`src/rtl/tone_synth.sv`:
```
// Square-wave tone generator: Hz request -> half-period via a bit-serial restoring divider,
// with period updates deferred to a toggle boundary so the waveform never glitches.
module tone_synth #(
  parameter int unsigned CLK_HZ = 50_000_000,
  parameter int unsigned FREQ_W = 32,
  parameter int unsigned MIN_HZ = 20,
  parameter int unsigned MAX_HZ = 20000
) (
  input  logic              FPGA_CLK1_50,
  input  logic              reset,
  input  logic [FREQ_W-1:0] desiredFrequency,
  input  logic              enable,
  output logic              spkr,
  output logic              tone_active,
  output logic              busy,
  output logic [FREQ_W-1:0] half_period
);

  localparam int unsigned CW = $clog2(FREQ_W + 1);
  localparam logic [FREQ_W-1:0] NUM    = FREQ_W'(CLK_HZ / 2);
  localparam logic [FREQ_W-1:0] MIN_F  = FREQ_W'(MIN_HZ);
  localparam logic [FREQ_W-1:0] MAX_F  = FREQ_W'(MAX_HZ);
  localparam logic [1:0] S_IDLE = 2'd0;
  localparam logic [1:0] S_DIV  = 2'd1;
  localparam logic [1:0] S_RUN  = 2'd2;

  // One restoring-division step; returns {remainder, quotient/dividend shift register}.
  function automatic logic [2*FREQ_W-1:0] div_step(input logic [FREQ_W-1:0] rem,
                                                   input logic [FREQ_W-1:0] quo,
                                                   input logic [FREQ_W-1:0] den);
    logic [FREQ_W:0]   trial;
    logic [FREQ_W-1:0] rem_n;
    logic              qbit;
    trial = {rem, quo[FREQ_W-1]};
    if (trial >= {1'b0, den}) begin
      rem_n = FREQ_W'(trial - {1'b0, den});
      qbit  = 1'b1;
    end else begin
      rem_n = trial[FREQ_W-1:0];
      qbit  = 1'b0;
    end
    return {rem_n, quo[FREQ_W-2:0], qbit};
  endfunction

  logic [FREQ_W-1:0]   f_q;
  logic [1:0]          state_q, state_d;
  logic [FREQ_W-1:0]   cur_f_q, cur_f_d;
  logic [FREQ_W-1:0]   rem_q, rem_d, quo_q, quo_d;
  logic [CW-1:0]       bit_q, bit_d;
  logic [FREQ_W-1:0]   pend_q, pend_d;
  logic [FREQ_W-1:0]   hp_q, hp_d;
  logic [FREQ_W-1:0]   cnt_q, cnt_d;
  logic                spkr_q, spkr_d;
  logic                act_q, act_d;
  logic                busy_q, busy_d;
  logic                f_valid;
  logic [2*FREQ_W-1:0] div_nxt;

  assign f_valid = (f_q >= MIN_F) && (f_q <= MAX_F);
  assign div_nxt = div_step(rem_q, quo_q, cur_f_q);

  always_comb begin
    state_d = state_q;
    cur_f_d = cur_f_q;
    rem_d   = rem_q;
    quo_d   = quo_q;
    bit_d   = bit_q;
    pend_d  = pend_q;
    hp_d    = hp_q;
    cnt_d   = cnt_q;
    spkr_d  = spkr_q;
    act_d   = act_q;
    busy_d  = busy_q;
    if (!f_valid) begin
      state_d = S_IDLE;
      cur_f_d = '0;
      busy_d  = 1'b0;
      pend_d  = '0;
      hp_d    = '0;
      cnt_d   = '0;
      spkr_d  = 1'b0;
      act_d   = 1'b0;
    end else begin
      if (state_q == S_DIV) begin
        {rem_d, quo_d} = div_nxt;
        bit_d          = bit_q - CW'(1);
        if (bit_q == CW'(1)) begin
          pend_d  = div_nxt[FREQ_W-1:0];
          busy_d  = 1'b0;
          state_d = S_RUN;
        end
      end else if (f_q != cur_f_q) begin
        state_d = S_DIV;
        cur_f_d = f_q;
        rem_d   = '0;
        quo_d   = NUM;
        bit_d   = CW'(FREQ_W);
        busy_d  = 1'b1;
      end
      // Tone counter runs off the committed period, independent of any division in flight.
      if (pend_q != '0) begin
        if (!enable || !act_q) begin
          spkr_d = enable;
          act_d  = enable;
          hp_d   = pend_q;
          cnt_d  = pend_q - 1'b1;
        end else if (cnt_q == '0) begin
          spkr_d = ~spkr_q;
          hp_d   = pend_q;
          cnt_d  = pend_q - 1'b1;
        end else begin
          cnt_d  = cnt_q - 1'b1;
        end
      end
    end
  end

  always_ff @(posedge FPGA_CLK1_50) begin
    if (reset) begin
      state_q <= S_IDLE;
      cur_f_q <= '0;
      pend_q  <= '0;
      hp_q    <= '0;
      cnt_q   <= '0;
      spkr_q  <= 1'b0;
      act_q   <= 1'b0;
      busy_q  <= 1'b0;
    end else begin
      state_q <= state_d;
      cur_f_q <= cur_f_d;
      pend_q  <= pend_d;
      hp_q    <= hp_d;
      cnt_q   <= cnt_d;
      spkr_q  <= spkr_d;
      act_q   <= act_d;
      busy_q  <= busy_d;
    end
  end

  always_ff @(posedge FPGA_CLK1_50) begin
    f_q   <= desiredFrequency;
    rem_q <= rem_d;
    quo_q <= quo_d;
    bit_q <= bit_d;
  end

  assign spkr        = spkr_q;
  assign tone_active = act_q;
  assign busy        = busy_q;
  assign half_period = hp_q;

endmodule
```
`config.mk`:
```
export PLATFORM = sky130hd
export DESIGN_NAME = tone_synth
export DESIGN_NICKNAME = d
export VERILOG_FILES = /design/src/rtl/tone_synth.sv
export SDC_FILE = /design/constraint.sdc
export NUM_CORES = 1
export LEC_CHECK = 0
export ABC_AREA = 1
export CAP_MARGIN = 20
export CELL_PAD_IN_SITES_DETAIL_PLACEMENT = 0
export CELL_PAD_IN_SITES_GLOBAL_PLACEMENT = 1
export CORE_MARGIN = 4
export CORE_UTILIZATION = 48
export CTS_BUF_LIST = sky130_fd_sc_hd__clkbuf_4 sky130_fd_sc_hd__clkbuf_8 sky130_fd_sc_hd__clkbuf_16
export DETAILED_ROUTE_END_ITERATION = 10
export GPL_TIMING_DRIVEN = 0
export PLACE_DENSITY = 0.91
export SLEW_MARGIN = 25
export SYNTH_ARGS = -nofsm -noshare
export SYNTH_HDL_FRONTEND = slang
export SYNTH_SLANG_ARGS = --single-unit
```
`constraint.sdc`:
```
create_clock -name FPGA_CLK1_50 -period 4.9 [get_ports FPGA_CLK1_50]
set_clock_uncertainty 0.2 [all_clocks]
set_input_delay 0.735 -clock FPGA_CLK1_50 [delete_from_list [all_inputs] [get_ports FPGA_CLK1_50]]
set_output_delay 0.735 -clock FPGA_CLK1_50 [all_outputs]
set_load 0.005 [all_outputs]
```
==> metrics, run 1 <==
status=complete, no violations; Die Area=0.0310 mm²; register area=0.00539 mm²; fraction of registers with async set/reset=0%; CTS tree=done; Core Box Area=0.0278 mm²; Yosys warnings=0; total CTS buffers=27; max-slew violations=0; antenna violations before repair=0; final worst path period need=2.87 ns; GRT overflow=0; max incr delay on CP=0.43 ns; Final #Nets=2103; syn avg cell area=7.02 µm²; delay-heaviest family, CP=simple AND/OR/NAND/NOR gates; Worst Max-Slew Pin Slew=0.718 ns; CP Max Fanout=10; num ports=70; final antenna-violating net count=0; sequential cell area fraction in the yosys report=39.8%; flops & latches, synth=234; PnR Total Power=0.00411 W; largest area contributor in the netlist=dfxtp_1; ys flop type=dfxtp_1; M3 GR Usage=2.78%; cell area after synthesis=0.0135 mm²; area of the multi-input gates=0.00696 mm²; pin count of the biggest net entering global routing=56; Worst Setup End Kind=flop; Max-Cap Viols=0; setup ws final=2.03 ns; Max clock buf depth=3; post-synth cell types=49; Wirelength per Cell=16.8 µm; share of cells above drive strength 1=8.20%; CTS Sinks=234; Routed WL=40700 µm; period utilization=58.5%; total nets after synthesis=2004; Post-Syn Instances=1930; HP Class=reg -> reg; DR vias/cell=5.19; Setup Crit Path Kind=reg -> reg; fillers=2746; max frequency=349 MHz; Worst-Skew Late Latency=0.55 ns; Final Hold Vio Count=0; critical path launch point type=flop; # rows=61; final setup fails=0; initial DRC count=954; Starting Density=48.7%; IO Port Bufs=69; TritonRoute pass-1 iters=5; Setup WS pre-CTS=2.02 ns; chip height=176 µm; worst vdd ir=0.000230 V; Crit path top cell by count=nand2_1; Residual DRC=0; CTS root buf=clkbuf_16; top-area cell type share of the netlist area=24.2%; Worst-path clk slew=0.06 ns; post-CTS setup buffer count=0; hpwl dp=31600 µm; gpl congestion=0.968; Post-CTS Hold Buffers=0; first-pass GRT wire length=64300 µm; via count=12600; Power Density=263 mW/mm²; crit-path cells=inv_1, ha_1, nand2_1, o21ai_0, nand2_1, nand2_1, nand2_1, nand3_2, nand2_4, nand2_8, inv_6, buf_12, nor2_1, nor2_1; CTS resizes=0; Layout area overhead=15.4%; met2 GRT Util=47.1%; vias in the first global route=12200; H-tree level count=1; met1 Use GR=31.9%; leakage=6.67 nW; n_diodes=0; crit path buf inv count=3; slowest CP cell=dfxtp_1; GRT Util Overall=25.8%; Post-Route Setup TNS=0 ns; Die X=176 µm; gr busiest metal=met2; relative slew slack=52.2%; Critical Path RT=5.00 ns; Synth area leaders=dfxtp_1 (24%), nand2_1 (17%), edfxtp_1 (16%); Post-synth EDFFs=70; Arrival @ worst endpoint=2.96 ns; RSZ-0062 raised after global routing=false
==> logic make-up after synthesis <==
group                    after synthesis  synth area share [%]
XOR/XNOR                              69                  4.46
buffers and inverters                277                  8.82
adder cells (fa/ha/maj)               39                  3.66
AND/OR/NAND/NOR                     1072                  34.0
flip-flops                           234                  39.8
AO/OA/AOI/OAI                        239                  9.28
==> power breakdown <==
part / switching (W) / internal (W) / total (W)
clock: 0.000864 / 0.00117 / 0.00204
combinational: 0.0000192 / 0.0000369 / 0.0000561
sequential: 0.0000178 / 0.00200 / 0.00201
total: 0.000901 / 0.00321 / 0.00411
==> final timing paths <==
check,from,end,slack [ns],cells past startpoint
worst max-delay path,cur_f_q[12],rem_q[23],2.03,14
worst min-delay path,half_period[20],half_period[20],0.26,2
worst max register to register,cur_f_q[12],rem_q[23],2.03,14
worst min register to register,half_period[20],half_period[20],0.26,2
==> worst register-to-register path: stages (launching register included) <==
cell and delay [ns]:
dfxtp_1 0.43, inv_1 0.07, ha_1 0.35, nand2_1 0.11, o21ai_0 0.36, nand2_1 0.10, nand2_1 0.10, nand2_1 0.10
nand3_2 0.12, nand2_4 0.09, nand2_8 0.13, inv_6 0.06, buf_12 0.15, nor2_1 0.19, nor2_1 0.06
==> layout by cell type, fill, tap and decap left out, types with 3 or more instances in the layout <==
| cell type | netlist | routed |
|---|---|---|
| nor2_1 | 237 | 237 |
| nand3b_1 | 28 | 28 |
| a21oi_2 | 3 | 3 |
| nand3_1 | 90 | 90 |
| o21bai_1 | 8 | 8 |
| ha_1 | 38 | 38 |
| clkbuf_4 | 0 | 3 |
| buf_6 | 11 | 11 |
| nand2_4 | 3 | 3 |
| buf_4 | 4 | 4 |
| nor2_4 | 6 | 6 |
| inv_2 | 5 | 5 |
| edfxtp_1 | 70 | 70 |
| o21ai_1 | 5 | 5 |
| xnor2_1 | 30 | 30 |
| nor3_1 | 24 | 24 |
| nand2_1 | 599 | 599 |
| o21ai_0 | 44 | 44 |
| or2_2 | 21 | 21 |
| nand2_2 | 5 | 5 |
| clkbuf_1 | 16 | 16 |
| nor4_1 | 6 | 6 |
| clkinv_2 | 0 | 7 |
| dfxtp_1 | 164 | 164 |
| nor2_2 | 23 | 23 |
| inv_6 | 2 | 6 |
| o211ai_1 | 3 | 3 |
| clkdlybuf4s50_1 | 0 | 69 |
| clkbuf_16 | 0 | 27 |
| inv_1 | 213 | 212 |
| a21oi_1 | 169 | 169 |
| xor2_1 | 39 | 39 |
| nand4_1 | 17 | 17 |
| buf_2 | 24 | 24 |
==> cells in the mapped netlist (2+ instances only) <==
cell / number
a21oi_1: 169
a21oi_2: 3
buf_2: 24
buf_4: 4
buf_6: 11
clkbuf_1: 16
dfxtp_1: 164
edfxtp_1: 70
ha_1: 38
inv_1: 213
inv_2: 5
inv_6: 2
nand2_1: 599
nand2_2: 5
nand2_4: 3
nand3_1: 90
nand3_2: 2
nand3b_1: 28
nand4_1: 17
nor2_1: 237
nor2_2: 23
nor2_4: 6
nor3_1: 24
nor4_1: 6
nor4_2: 2
o211ai_1: 3
o21ai_0: 44
o21ai_1: 5
o21bai_1: 8
o22ai_1: 2
or2_1: 2
or2_2: 21
xnor2_1: 30
xor2_1: 39
==> per-stage QoR <==
stage / instance area [µm²] / utilization [%] / std cells / hold slack (ns)
after floorplan: 13500 / - / 1930 / 0.244
after global placement: 14700 / 52.9 / 2377 / 0.252
after detailed placement: 14700 / 53.0 / 2378 / 0.255
after CTS: 15600 / 56.2 / 2428 / 0.265
after global routing: 15600 / 56.2 / 2428 / 0.285
final: 15600 / 56.2 / 2428 / 0.264
==> state kept, by name (all words and copies together) (netlist names) <==
register and flops:
tone_active 1, cnt_q 32, state_q 2, f_q 32, cur_f_q 32, spkr 1, pend_q 32, quo_q 32
half_period 32, bit_q 6, rem_q 32
==> layer usage <==
metal / wire length (µm) / vias up
met5: 0 / -
met4: 1390 / 0
met3: 1980 / 73
met2: 20400 / 313
met1: 17000 / 5853
li1: - / 6362
==> layout make-up <==
type | instances | area share [%]
inverters | 220 | 5.37
repair buffers | 70 | 4.60
clock buffers | 32 | 4.64
clock inverters | 18 | 1.06
flip-flops and latches | 234 | 34.5
well taps | 378 | 3.03
plain buffers | 57 | 2.29
multi-input cells | 1419 | 44.6
(Power assumes the default switching activity.)
==> run 2, diff against run 1 <==
--- a/config.mk
+++ b/config.mk
@@ -10,11 +10,11 @@
 export CELL_PAD_IN_SITES_DETAIL_PLACEMENT = 0
 export CELL_PAD_IN_SITES_GLOBAL_PLACEMENT = 1
 export CORE_MARGIN = 4
-export CORE_UTILIZATION = 48
+export CORE_UTILIZATION = 44
 export CTS_BUF_LIST = sky130_fd_sc_hd__clkbuf_4 sky130_fd_sc_hd__clkbuf_8 sky130_fd_sc_hd__clkbuf_16
 export DETAILED_ROUTE_END_ITERATION = 10
 export GPL_TIMING_DRIVEN = 0
-export PLACE_DENSITY = 0.91
+export PLACE_DENSITY = 0.85
 export SLEW_MARGIN = 25
 export SYNTH_ARGS = -nofsm -noshare
 export SYNTH_HDL_FRONTEND = slang
==> constraint.sdc (replaced) <==
create_clock -name FPGA_CLK1_50 -period 2.95 [get_ports FPGA_CLK1_50]
set_clock_uncertainty 0.2 [all_clocks]
set_input_delay 0.4425 -clock FPGA_CLK1_50 [delete_from_list [all_inputs] [get_ports FPGA_CLK1_50]]
set_output_delay 0.4425 -clock FPGA_CLK1_50 [all_outputs]
set_load 0.005 [all_outputs]
==> metrics, run 2 (synthesis gave the netlist of run 1 again) <==
status=complete, no violations; Worst-Skew Late Latency=0.56 ns (about the same); max frequency=356 MHz (+2.1%); H-tree level count=1 (unchanged); critical path launch point type=flop; vias in the first global route=12200 (-0.058%); Core Box Area=0.0300 mm² (+8.1%); Max-Cap Viols=0 (unchanged); Starting Density=45.1% (-3.7 points); TritonRoute pass-1 iters=5 (unchanged); Setup Crit Path Kind=reg -> reg; pin count of the biggest net entering global routing=22 (-61%); Max clock buf depth=3 (unchanged); Worst-path clk slew=0.06 ns (about the same); GRT overflow=0 (unchanged); Die X=183 µm (+4.2%); share of cells above drive strength 1=8.56% (+0.37 points); Final #Nets=2107 (+0.19%); Die Area=0.0336 mm² (+8.7%); Critical R2R Launch=f_q[15]; first-pass GRT wire length=65500 µm (+1.8%); crit path to=bit_q[1]; Wirelength per Cell=16.9 µm (+0.88%); max-slew violations=0 (unchanged); CP Max Fanout=21 (+11); R2R Setup Slk=0.14 ns (-1.89 ns); commonest cells after routing, fill and taps aside=nand2_1 (598), nor2_1 (234), inv_1 (212); worst vdd ir=0.000461 V (+100%); Layout area overhead=16.6%; hold depth=1 (-1); via count=12500 (-0.94%); hpwl dp=32300 µm (+2.4%); HP Class=in -> reg; GRT Util Overall=24.3% (-1.5 points); CTS Sinks=234 (unchanged); # rows=63 (+3.3%); Power Density=439 mW/mm² (+67%); setup ws final=0.144 ns (-1.89 ns); initial DRC count=830 (-13%); num ports=70 (unchanged); Arrival @ worst endpoint=2.87 ns (-0.09 ns); Final Hold Vio Count=0 (unchanged); gpl congestion=0.963 (-0.51%); Worst R2R End=bit_q[1]; Setup WS pre-CTS=-0.453 ns (-2.48 ns); antenna violations before repair=0 (unchanged); CTS tree=done; Post-Route Utilization=52.6% (-3.7 points); final worst path period need=2.81 ns (-0.0593 ns); final antenna-violating net count=0 (unchanged); RSZ-0062 raised after global routing=false; Worst Max-Slew Pin Slew=0.834 ns (+0.116 ns); Residual DRC=0 (unchanged); Worst Setup SP=f_q[15]; Worst R2R Path Depth=10 (-4); DR vias/cell=5.11 (-1.6%); Post-Route Setup TNS=0 ns (unchanged); Worst Setup End Kind=flop; final setup fails=0 (unchanged); Post-CTS Hold Buffers=0 (unchanged); leakage=6.72 nW (+0.72%); Routed WL=41400 µm (+1.6%); n_diodes=0 (unchanged); IO Port Bufs=69 (unchanged); total CTS buffers=28 (+3.7%); Critical Path RT=3.01 ns (-1.99 ns); relative slew slack=44.4% (-7.8 points); commonest non-fill, non-tap cell in the layout=nand2_1; CTS root buf=clkbuf_16; period utilization=95.1% (+37 points); chip height=183 µm (+4.2%)
[run 2: cell count changes in the layout (fill, tap and decap cells not counted), sizes merged]
cell    before  now
clkbuf      48   54
bufinv       2    1
buf         42   44
clkinv      10   11
inv        225  222
[run 2: area by class of cell]
| class | count | area [µm²] |
|---|---|---|
| plain buffers | 57 | 360 |
| repair buffers | 73 | 781 |
| clock buffers | 37 | 810 |
| clock inverters | 15 | 141 |
| well taps | 390 | 488 |
| multi-input cells | 1419 | 6980 |
| flip-flops and latches | 234 | 5390 |
| fillers | 2970 | 14200 |
| inverters | 220 | 840 |
[run 2: how the worst min path moves through the flow]
stage	endpoint	startpoint	slack, ns
final	f_q[1]	desiredFrequency[1]	0.12
after detailed placement	half_period[19]	half_period[19]	0.25
after global routing	f_q[30]	desiredFrequency[30]	0.10
after CTS	f_q[9]	desiredFrequency[9]	0.10
after global placement	cur_f_q[3]	cur_f_q[3]	0.25
after floorplan	cnt_q[1]	cnt_q[1]	0.24
[run 2: report_power, final]
part | leakage (nW) | total (W) | switching (W) | internal, W
registers | 1.95 | 0.00334 | 0.0000285 | 0.00332
clock network | 0.475 | 0.00350 | 0.00145 | 0.00204
logic | 4.30 | 0.0000914 | 0.0000301 | 0.0000613
[run 2: routing by layer]
layer  wire length (µm)  track usage, %
met1              18100            31.0
met2              19800            42.1
met3               1750            2.69
met4               1820            9.68
met5                  0               0
[run 2: worst max-delay path: stages (launching register included)]
cell and delay [ns]:
dfxtp_1 0.36, nor2_2 0.23, nand2_1 0.10, nor3_2 0.32, nand3_1 0.14, nor2_2 0.21, nand2_1 0.20, o21bai_1 0.24
clkinvlp_4 0.13, buf_16 0.18, buf_16 0.18
[run 2: timing repair]
action / in CTS / in global routing
buffers inserted: 1 / 0
setup endpoints to repair: 80 / 29
resized for setup: 2 / 6
cloned: 0 / 0
[run 2: per-stage QoR]
stage	area, µm²	hold slack [ns]	cells	power (W)
3_3_place_gp	14700	0.254	2389	0.00350
3_5_place_dp	14800	0.254	2392	0.00351
2_1_floorplan	13500	0.244	1930	0.00344
5_1_grt	15800	0.102	2445	0.00715
6_report	15800	0.124	2445	0.00693
4_1_cts	15800	0.102	2445	0.00699
